**src/rtl/avr_pkg.sv**
```systemverilog
// avr_pkg: shared fetch constants, state encoding and two-word opcode decode
//   PC_W_DEFAULT        default program counter / word address width
//   NOP                 opcode issued as the idle instruction
//   LDS_MASK/LDS_MATCH  LDS/STS first-word pattern 1001_00x_xxxxx_0000
//   JMP_MASK/JMP_MATCH  JMP/CALL first-word pattern 1001_010x_xxxx_11xx
//   fetch_state_t       FILL (fetch in flight), RUN (data each cycle), OP2 (waiting for second word)
//   is_two_word()       true when a word opens a two-word instruction
package avr_pkg;
    localparam int PC_W_DEFAULT = 9;
    localparam logic [15:0] NOP = 16'h0000;
    localparam logic [15:0] LDS_MASK = 16'hFC0F;
    localparam logic [15:0] LDS_MATCH = 16'h9000;
    localparam logic [15:0] JMP_MASK = 16'hFE0C;
    localparam logic [15:0] JMP_MATCH = 16'h940C;

    typedef enum logic [1:0] {FILL, RUN, OP2} fetch_state_t;

    function automatic logic is_two_word(input logic [15:0] w);
        return ((w & LDS_MASK) == LDS_MATCH) || ((w & JMP_MASK) == JMP_MATCH);
    endfunction
endpackage

```
**src/rtl/avr_fetch_if.sv**
```systemverilog
// avr_fetch_if: program memory and CPU-side signals of the fetch sequencer
//   p_addr      program memory word address (registered)
//   p_data      program memory data, valid the cycle after p_addr
//   stall       CPU cannot accept a new instr this cycle
//   br_take     redirect fetch to br_target (1-cycle pulse)
//   br_target   word address of the redirect
//   instr       instruction word to the CPU
//   instr_valid instr/instr_pc (and op2 when op2_valid) are valid
//   instr_pc    word address of instr
//   op2         second word of a two-word instruction
//   op2_valid   op2 is valid, only together with instr_valid
//   master: fetch controller side; slave: CPU + memory side
interface avr_fetch_if import avr_pkg::*; #(
    parameter int PC_W = PC_W_DEFAULT
);
    logic [PC_W-1:0] p_addr;
    logic [15:0]     p_data;
    logic            stall;
    logic            br_take;
    logic [PC_W-1:0] br_target;
    logic [15:0]     instr;
    logic            instr_valid;
    logic [PC_W-1:0] instr_pc;
    logic [15:0]     op2;
    logic            op2_valid;

    modport master (
        output p_addr, instr, instr_valid, instr_pc, op2, op2_valid,
        input  p_data, stall, br_take, br_target
    );

    modport slave (
        input  p_addr, instr, instr_valid, instr_pc, op2, op2_valid,
        output p_data, stall, br_take, br_target
    );
endinterface

```
**src/rtl/avr_fetch_skid.sv**
```systemverilog
// avr_fetch_skid: one-entry word+address skid buffer with load/consume/flush
//   clk, rst        clock, synchronous active-high reset
//   load            capture d_word/d_addr (only issued while empty)
//   consume         release the held entry
//   flush           discard the held entry; beats load and consume
//   d_word, d_addr  incoming word and its address
//   full            an entry is held
//   q_word, q_addr  held word and its address
module avr_fetch_skid #(
    parameter int PC_W = 9
) (
    input  logic            clk,
    input  logic            rst,
    input  logic            load,
    input  logic            consume,
    input  logic            flush,
    input  logic [15:0]     d_word,
    input  logic [PC_W-1:0] d_addr,
    output logic            full,
    output logic [15:0]     q_word,
    output logic [PC_W-1:0] q_addr
);
    always_ff @(posedge clk) begin
        if (rst || flush)
            full <= 1'b0;
        else if (load)
            full <= 1'b1;
        else if (consume)
            full <= 1'b0;
        if (rst) begin
            q_word <= '0;
            q_addr <= '0;
        end else if (load && !flush) begin
            q_word <= d_word;
            q_addr <= d_addr;
        end
    end

    a_no_overwrite: assert property (@(posedge clk) disable iff (rst) !(load && full));
endmodule

```
**src/rtl/avr_fetch_ctrl.sv**
```systemverilog
// avr_fetch_ctrl: instruction fetch sequencer with PC, stall skid, branch redirect and two-word merge
//   clk, rst   clock, synchronous active-high reset (dominates everything)
//   f          avr_fetch_if.master: p_addr/p_data to program memory,
//              stall/br_take/br_target from the CPU, instr/instr_valid/
//              instr_pc/op2/op2_valid to the CPU
//   PC_W       word address width; RESET_VEC pc loaded on reset
module avr_fetch_ctrl import avr_pkg::*; #(
    parameter int              PC_W      = PC_W_DEFAULT,
    parameter logic [PC_W-1:0] RESET_VEC = '0
) (
    input logic         clk,
    input logic         rst,
    avr_fetch_if.master f
);
    fetch_state_t state_q, state_d;
    logic [PC_W-1:0] pc_q, pc_d, fa_q, ha_q, ha_d, ipc_q, ipc_d;
    logic [15:0] hw_q, hw_d, instr_q, instr_d, op2_q, op2_d;
    logic iv_q, iv_d, ov_q, ov_d;
    logic sk_full, sk_load, sk_consume;
    logic [15:0] sk_word, src_word;
    logic [PC_W-1:0] sk_addr, src_addr;

    // fa_q is the address whose data is on p_data this cycle; a held skid
    // entry is older than p_data, so it is always consumed first.
    assign src_word = sk_full ? sk_word : f.p_data;
    assign src_addr = sk_full ? sk_addr : fa_q;

    // While stalled pc holds, so p_data keeps re-reading the next word and
    // only the first stalled word needs saving.
    assign sk_load    = f.stall && !f.br_take && state_q != FILL && !sk_full;
    assign sk_consume = !f.stall && !f.br_take && sk_full;

    avr_fetch_skid #(.PC_W(PC_W)) u_skid (
        .clk     (clk),
        .rst     (rst),
        .load    (sk_load),
        .consume (sk_consume),
        .flush   (f.br_take),
        .d_word  (f.p_data),
        .d_addr  (fa_q),
        .full    (sk_full),
        .q_word  (sk_word),
        .q_addr  (sk_addr)
    );

    always_comb begin
        state_d = state_q;
        pc_d    = pc_q;
        hw_d    = hw_q;
        ha_d    = ha_q;
        instr_d = instr_q;
        iv_d    = iv_q;
        ipc_d   = ipc_q;
        op2_d   = op2_q;
        ov_d    = ov_q;
        if (f.br_take) begin
            state_d = FILL;
            pc_d    = f.br_target;
            instr_d = NOP;
            iv_d    = 1'b0;
            ov_d    = 1'b0;
        end else if (!f.stall) begin
            pc_d = pc_q + 1'b1;
            iv_d = 1'b0;
            ov_d = 1'b0;
            if (state_q == FILL) begin
                state_d = RUN;
            end else if (state_q == OP2) begin
                state_d = RUN;
                instr_d = hw_q;
                ipc_d   = ha_q;
                op2_d   = src_word;
                iv_d    = 1'b1;
                ov_d    = 1'b1;
            end else if (is_two_word(src_word)) begin
                state_d = OP2;
                hw_d    = src_word;
                ha_d    = src_addr;
            end else begin
                instr_d = src_word;
                ipc_d   = src_addr;
                iv_d    = 1'b1;
            end
        end
    end

    always_ff @(posedge clk) begin
        if (rst) begin
            state_q <= FILL;
            pc_q    <= RESET_VEC;
            fa_q    <= RESET_VEC;
            hw_q    <= NOP;
            ha_q    <= '0;
            instr_q <= NOP;
            iv_q    <= 1'b0;
            ipc_q   <= '0;
            op2_q   <= '0;
            ov_q    <= 1'b0;
        end else begin
            state_q <= state_d;
            pc_q    <= pc_d;
            fa_q    <= pc_q;
            hw_q    <= hw_d;
            ha_q    <= ha_d;
            instr_q <= instr_d;
            iv_q    <= iv_d;
            ipc_q   <= ipc_d;
            op2_q   <= op2_d;
            ov_q    <= ov_d;
        end
    end

    assign f.p_addr      = pc_q;
    assign f.instr       = instr_q;
    assign f.instr_valid = iv_q;
    assign f.instr_pc    = ipc_q;
    assign f.op2         = op2_q;
    assign f.op2_valid   = ov_q;

    a_op2_with_instr: assert property (@(posedge clk) disable iff (rst) ov_q |-> iv_q);
endmodule

```
**src/flat_wrapper.sv**
```systemverilog
// flat-port wrapper written by rule: the top's interface ports become plain ports
module avr_fetch_ctrl_flat import avr_pkg::*;
#(
    parameter int              PC_W      = PC_W_DEFAULT,
    parameter logic [PC_W-1:0] RESET_VEC = '0
)
  (clk, rst, f_p_addr, f_instr, f_instr_valid, f_instr_pc, f_op2, f_op2_valid, f_p_data, f_stall, f_br_take, f_br_target);
  avr_fetch_if #(.PC_W(PC_W)) f_i ();
  input logic clk;
  input logic rst;
  output wire logic [$bits(f_i.p_addr)-1:0] f_p_addr;
  output wire logic [$bits(f_i.instr)-1:0] f_instr;
  output wire logic [$bits(f_i.instr_valid)-1:0] f_instr_valid;
  output wire logic [$bits(f_i.instr_pc)-1:0] f_instr_pc;
  output wire logic [$bits(f_i.op2)-1:0] f_op2;
  output wire logic [$bits(f_i.op2_valid)-1:0] f_op2_valid;
  input wire logic [$bits(f_i.p_data)-1:0] f_p_data;
  input wire logic [$bits(f_i.stall)-1:0] f_stall;
  input wire logic [$bits(f_i.br_take)-1:0] f_br_take;
  input wire logic [$bits(f_i.br_target)-1:0] f_br_target;
  assign f_p_addr = f_i.p_addr;
  assign f_instr = f_i.instr;
  assign f_instr_valid = f_i.instr_valid;
  assign f_instr_pc = f_i.instr_pc;
  assign f_op2 = f_i.op2;
  assign f_op2_valid = f_i.op2_valid;
  assign f_i.p_data = f_p_data;
  assign f_i.stall = f_stall;
  assign f_i.br_take = f_br_take;
  assign f_i.br_target = f_br_target;
  avr_fetch_ctrl #(.PC_W(PC_W), .RESET_VEC(RESET_VEC)) u_core (.clk(clk), .rst(rst), .f(f_i));
endmodule
```
**config.mk**
```make
export PLATFORM = sky130hd
export DESIGN_NAME = avr_fetch_ctrl_flat
export DESIGN_NICKNAME = d
export VERILOG_FILES = /design/src/rtl/avr_pkg.sv /design/src/rtl/avr_fetch_if.sv /design/src/rtl/avr_fetch_skid.sv /design/src/rtl/avr_fetch_ctrl.sv /design/src/flat_wrapper.sv
export SDC_FILE = /design/constraint.sdc
export NUM_CORES = 1
export LEC_CHECK = 0
export ABC_AREA = 1
export BUFFER_PORTS_ARGS = -buffer_cell sky130_fd_sc_hd__buf_2
export CORE_UTILIZATION = 40
export DETAILED_ROUTE_END_ITERATION = 7
export PLACE_DENSITY = 0.57
export SYNTH_ARGS = -nofsm -noshare
export SYNTH_HDL_FRONTEND = slang
export SYNTH_SLANG_ARGS = --single-unit
```
**constraint.sdc**
```tcl
create_clock -name clk -period 3.4 [get_ports clk]
set_clock_uncertainty 0.1 [all_clocks]
set_input_delay 0.17 -clock clk [delete_from_list [all_inputs] [get_ports clk]]
set_output_delay 0.17 -clock clk [all_outputs]
set_load 0.05 [all_outputs]
```
==> results of run 1 <==
-- worst min-delay path: cells and delay by family --
kind,cells,cell delay (ps)
buf+inv,1,180
simple gates,1,80
compound gates,1,70
-- worst paths after layout --
path | endpoint | cells past startpoint | slack (ps)
setup / recovery | u_core.hw_q[3] | 11 | 770
hold / removal | u_core.f.p_addr[8] | 3 | 50
setup reg to reg | u_core.hw_q[3] | 11 | 770
hold reg to reg | u_core.u_skid.q_word[0] | 2 | 340
-- cell usage in the layout, fill, tap and decap left out, drive strengths merged --
cell type / instances
a21oi: 57
a31oi: 4
buf: 90
bufinv: 1
clkbuf: 24
clkinv: 5
dfxtp: 114
dlygate4sd3: 26
ha: 1
inv: 90
mux2i: 2
nand2: 175
nand3: 9
nand4: 12
nor2: 141
nor3: 3
o211a: 1
o21a: 2
o21ai: 68
o21bai: 1
or2: 1
xor2: 5
-- what timing repair did --
item                                   in CTS  in global routing
setup buffers                               0                  0
endpoints found under the hold margin      27                  0
resized for setup                           0                  0
hold buffers                               26                  0
-- per-layer routing --
layer	share of wire (%)	wire length (µm)	global-route usage, %
met4	1.3	161	7.28
met3	5.5	684	6.11
met2	42	5240	30.3
met5	0	0	0
met1	51	6430	29.4
-- registers in the layout, indices dropped and copies added (netlist names) --
name,flops
u_core.state_q,2
u_core.ha_q,9
u_core.f.instr_valid,1
u_core.f.op2_valid,1
u_core.fa_q,9
u_core.hw_q,16
u_core.u_skid.q_addr,9
u_core.u_skid.q_word,16
u_core.f.instr_pc,9
u_core.f.p_addr,9
u_core.f.instr,16
u_core.u_skid.full,1
u_core.f.op2,16
-- per-stage QoR --
stage          area, µm²  power (µW)  std cells
2_1_floorplan       4940        1570        726
3_3_place_gp        5430        1640        924
3_5_place_dp        5430        1650        924
4_1_cts             6260        3370        979
5_1_grt             6260        3470        979
6_report            6260        3340        979
-- logic make-up (layout without fill, tap and decap cells) --
family	Yosys count	in the layout
buffers and inverters	130	236
AND/OR/NAND/NOR	341	341
multiplexers	2	2
AO/OA/AOI/OAI	133	133
XOR/XNOR	5	5
adder cells (fa/ha/maj)	1	1
flip-flops	114	114
-- power groups by stage --
| stage | Sequential [µW] | Clock [µW] | Combinational (µW) |
|---|---|---|---|
| 2_1_floorplan | 1450 | 0 | 120 |
| 6_report | 1380 | 1690 | 263 |
| 3_5_place_dp | 1410 | 0 | 238 |
| 4_1_cts | 1380 | 1730 | 262 |
| 3_3_place_gp | 1410 | 0 | 236 |
| 5_1_grt | 1380 | 1800 | 291 |
-- layout make-up --
cell class                 instances  share of cell area, %
sequential                       114                   36.5
multi-input combinational        482                   34.2
timing repair buffer             116                   11.8
clock buffer                      24                   8.34
inverter                          91                   5.46
tap                              147                   2.94
clock inverter                     5                  0.800
==> reports/results.ini, run 1 <==
[finish]
final_core_util_pct = 52.1
multi_input_comb_area_um2 = 2140
diodes = 0
syn_to_final_growth_pct = 26.7
fillers = 1223
layout-drive-gt1-share_pct = 15.6
nets = 852
seq_area_um2 = 2280

[die]
core_area_um2 = 12000
dieArea_um2 = 12800
io_pins = 81
die_w_um = 113
start_util_pct = 41.1
row_count = 40
fp.dieH_um = 113

[yosys]
synth_area_um2 = 4940
synthMuxAreaShare_pct = 0.405
synth_most_common_cell = nand2_1
yosys-top-cells-area = dfxtp_1 (46%), nand2_1 (13%), nor2_1 (10%), o21ai_0 (6.8%), inv_1 (6.8%)
yosys_register_bits = 114
synth_fp_nets = 756
synth_edf_count = 0
syn_inst = 726
yosysUniqueCellTypes = 30
ys.flop_type = dfxtp_1
async_flop_share_pct = 0
synth-adder-area-share_pct = 0.253
yosys.area.top_type = dfxtp_1
synthSimpleGateAreaFrac_pct = 27.9
synth.top_cells.by_count = nand2_1 (173), nor2_1 (138), dfxtp_1 (114)
syn_avg_cell_area_um2 = 6.81
synth-xor-area-share_pct = 0.886
synth_top_family_by_area = simple AND/OR/NAND/NOR gates
yosysSeqAreaShare_pct = 46.2
ys.warnings.count = 0
synth_compound_area_share_pct = 13.9
netlist.area_leader.share_pct = 46.2

[cts]
htreeDepth = 4
clock-sinks = 114
clkTransAtPathRegs_ps = 50
cts_tree = yes
root_buffer = clkbuf_16
clock_latency_ps = 410
clock_path_buffers = 2
numCtsBuffers = 17

[critical_path]
timing.rr.start = u_core.u_skid.full
path_delay_family = simple AND/OR/NAND/NOR gates
critPathLaunch = u_core.u_skid.full
max_stage_delay_ps = 550
startpoint_type = flop
end_kind = flop
worstPathCellList = buf_4, nand2_1, nand2_1, nand2_1, o21bai_2, nand3_4, nor2_4, buf_4, nand2_1, nand2_1, nor2_1
cp_max_fo = 33
slowest_stage = dfxtp_1
worst_path_most_repeated_cell = nand2_1
path_buf_inv = 2
crit_required_ps = 3600
crit_arrival_ps = 2830
worstSetupPathType = flop to flop

[worst_hold_path]
hp-start = f_br_take
hold_class = input port to flop

[global_routing]
grt_use_total_pct = 20.9
grt_max_degree = 42
antenna_found_initial = 0
first_global_vias = 4192
gr-total-overflow = 0
grt_pass1_wl_um = 20800

[power_and_ir_drop]
intPower_uw = 2570
p_seq_share_pct = 41.4
peakVddDrop_mv = 0.384
clockPowerShare_pct = 50.7
switching_share_pct = 22.9
leakage_uw = 0.00284
power.net_switching_uw = 765
p_comb_share_pct = 7.9
power.density_nw_per_um2 = 533

[detailed_routing]
finalWirelength_um = 12500
drt_iter0_drc = 211
via_count = 4519
vias_per_cell = 4.62
drt_first_pass_iters = 4
antenna_left = 0
drc_errors = 0
detail_route.wl_per_cell_um = 12.8

[timing]
final.setup.tns_ps = 0
finalCritPeriodShare_pct = 77.4
setup_viol = 0
hold_viol_final = 0
tightest_slew_ps = 1230
rsz0062_at_grt = no
drv_slew = 0
setup_ws_ps = 767
min_period_ps = 2630
hold_ws_ps = 54.5
max_freq_ghz = 0.380
max_slew_margin_pct = 17.6

[place]
gp_congestion = 0.817
numPortBuffers = 80
hpwl_um = 8490
dpl_worst_slack_ps = 763

[outcome]
status = finished clean

[flow_run]
cap_violations = 0

(Power assumes the default switching activity.)
==> run 2: changes to the inputs <==
- PLACE_DENSITY: 0.57 -> 0.59
- clock period: 3.4 -> 2.3 ns (I/O delays scaled with it)
==> run 2 against run 1 <==
Effect of this change: non-clock buffer count up 13; die area stayed put; worst hold slack improved by 33 ps; core utilization is 1.1 points higher; critical endpoint is now u_core.hw_q[2]; largest cell class unchanged; highest routed layer unchanged.
==> reports/results.ini, run 2 (synthesis results as in run 1) <==
[power_and_ir_drop]
power.density_nw_per_um2 = 784  ; +47%
peakVddDrop_mv = 0.488  ; +27%
leakage_uw = 0.00289  ; +2.0%

[timing]
min_period_ps = 2050  ; -582 ps
setup_viol = 0  ; unchanged
tightest_slew_ps = 706  ; -525 ps
max_freq_ghz = 0.488  ; +28%
rsz0062_at_grt = no
final.setup.tns_ps = 0  ; unchanged
max_slew_margin_pct = 52.4  ; +35 points
drv_slew = 0  ; unchanged
finalCritPeriodShare_pct = 89.1  ; +12 points
hold_ws_ps = 87.9  ; +33.4 ps
hold_viol_final = 0  ; unchanged

[critical_path]
startpoint_type = flop
crit_required_ps = 2500  ; -1100 ps
worstSetupPathType = flop to flop
critPathLaunch = u_core.u_skid.full
r2r_setup_slack_ps = 250  ; -520 ps
r2r-end = u_core.hw_q[2]
end_kind = flop
crit_arrival_ps = 2260  ; -570 ps
rr_worst_depth = 11  ; unchanged
timing.rr.start = u_core.u_skid.full
cp_max_fo = 42  ; +27%

[die]
dieArea_um2 = 12800  ; unchanged
fp.dieH_um = 113  ; unchanged
io_pins = 81  ; unchanged
core_area_um2 = 12000  ; unchanged
die_w_um = 113  ; unchanged
start_util_pct = 41.1  ; unchanged
row_count = 40  ; unchanged

[worst_hold_path]
hold_depth = 5  ; +2
hp-start = f_br_take
hold_class = input port to flop
min_to = u_core.f.p_addr[1]

[cts]
cts_tree = yes
htreeDepth = 4  ; unchanged
numCtsBuffers = 17  ; unchanged
clock_latency_ps = 410  ; about the same
root_buffer = clkbuf_16
clock-sinks = 114  ; unchanged
clkTransAtPathRegs_ps = 50  ; about the same
clock_path_buffers = 2  ; unchanged
cts_setup_buffers = 0  ; unchanged

[detailed_routing]
drt_iter0_drc = 214  ; +1.4%
finalWirelength_um = 12300  ; -1.6%
vias_per_cell = 4.68  ; +1.3%
drt_first_pass_iters = 5  ; +1
detail_route.wl_per_cell_um = 12.4  ; -3.0%
antenna_left = 0  ; unchanged
drc_errors = 0  ; unchanged
via_count = 4645  ; +2.8%

[finish]
fillers = 1176  ; -3.8%
final_cell_mix = nand2_1 (173), nor2_1 (138), dfxtp_1 (113)
syn_to_final_growth_pct = 29.4
final_common_cell = nand2_1
multi_input_comb_area_um2 = 2140  ; unchanged
final_core_util_pct = 53.2  ; +1.1 points
nets = 865  ; +1.5%
seq_area_um2 = 2290  ; +0.16%
fin_cells = 993  ; +1.4%
diodes = 0  ; unchanged
layout-drive-gt1-share_pct = 16.2  ; +0.57 points

[outcome]
status = finished clean

[place]
numPortBuffers = 80  ; unchanged
placed_cells = 932  ; +0.87%
hpwl_um = 8640  ; +1.8%
gp_congestion = 0.905  ; +11%

[global_routing]
grt_use_total_pct = 20.9  ; about the same
gr-total-overflow = 0  ; unchanged
antenna_found_initial = 0  ; unchanged
grt_max_degree = 43  ; +2.4%
grt_pass1_wl_um = 20700  ; -0.23%
first_global_vias = 4295  ; +2.5%

[flow_run]
cap_violations = 0  ; unchanged

run 2: worst max-delay path, cell delays in order (launching register included):
cell and delay (ps):
dfxtp_4 400, buf_4 180, nand2_1 70, nand2_1 100
nand2_1 70, o21bai_2 210, nand3_4 210, nor2_4 160
buf_12 210, nand2_1 70, nand2_1 90, nor2_1 50
run 2: how the worst max path moves through the flow:
stage,endpoint,slack [ps],cells after the start
after detailed placement,u_core.hw_q[2],100,11
after global placement,u_core.hw_q[2],200,10
after global routing,u_core.hw_q[2],60,11
after CTS,u_core.hw_q[2],90,11
final,u_core.hw_q[2],250,11
after floorplan,u_core.f.instr_pc[7],490,14
run 2: metal layers:
layer | track usage [%] | part of all wire, % | up-vias
li1 | - | - | 2465
met1 | 28.7 | 50 | 2057
met2 | 31.2 | 43 | 108
met3 | 4.87 | 5.2 | 15
met4 | 9.39 | 1.4 | 0
met5 | 0 | 0 | -
run 2: cell type report:
cell class	count	share of cell area, %
clock buffers	25	7.91
clock inverters	5	1.17
inverters	91	5.34
multi-input cells	482	33.5
flip-flops and latches	114	35.8
well taps	147	2.88
repair buffers	129	13.4
run 2: timing repair:
| action | in CTS | in global routing |
|---|---|---|
| setup endpoints to repair | 0 | 39 |
| endpoints found under the hold margin | 34 | 0 |
| hold buffers | 31 | 0 |
| gates resized for setup | 0 | 3 |
run 2: where the power goes:
part / switching [µW] / leakage (µW) / internal [µW] / total [µW]
clock: 854 / 0.000289 / 1720 / 2570
sequential: 23.9 / 0.000924 / 2020 / 2040
combinational: 262 / 0.00168 / 139 / 400
run 2: metrics by stage:
stage | setup WS (ps) | cell area [µm²] | total power, µW
3_5_place_dp | 104 | 5500 | 2440
6_report | 250 | 6390 | 5010
3_3_place_gp | 197 | 5500 | 2440
4_1_cts | 87.0 | 6390 | 5060
2_1_floorplan | 492 | 4940 | 2320
5_1_grt | 59.2 | 6390 | 5190
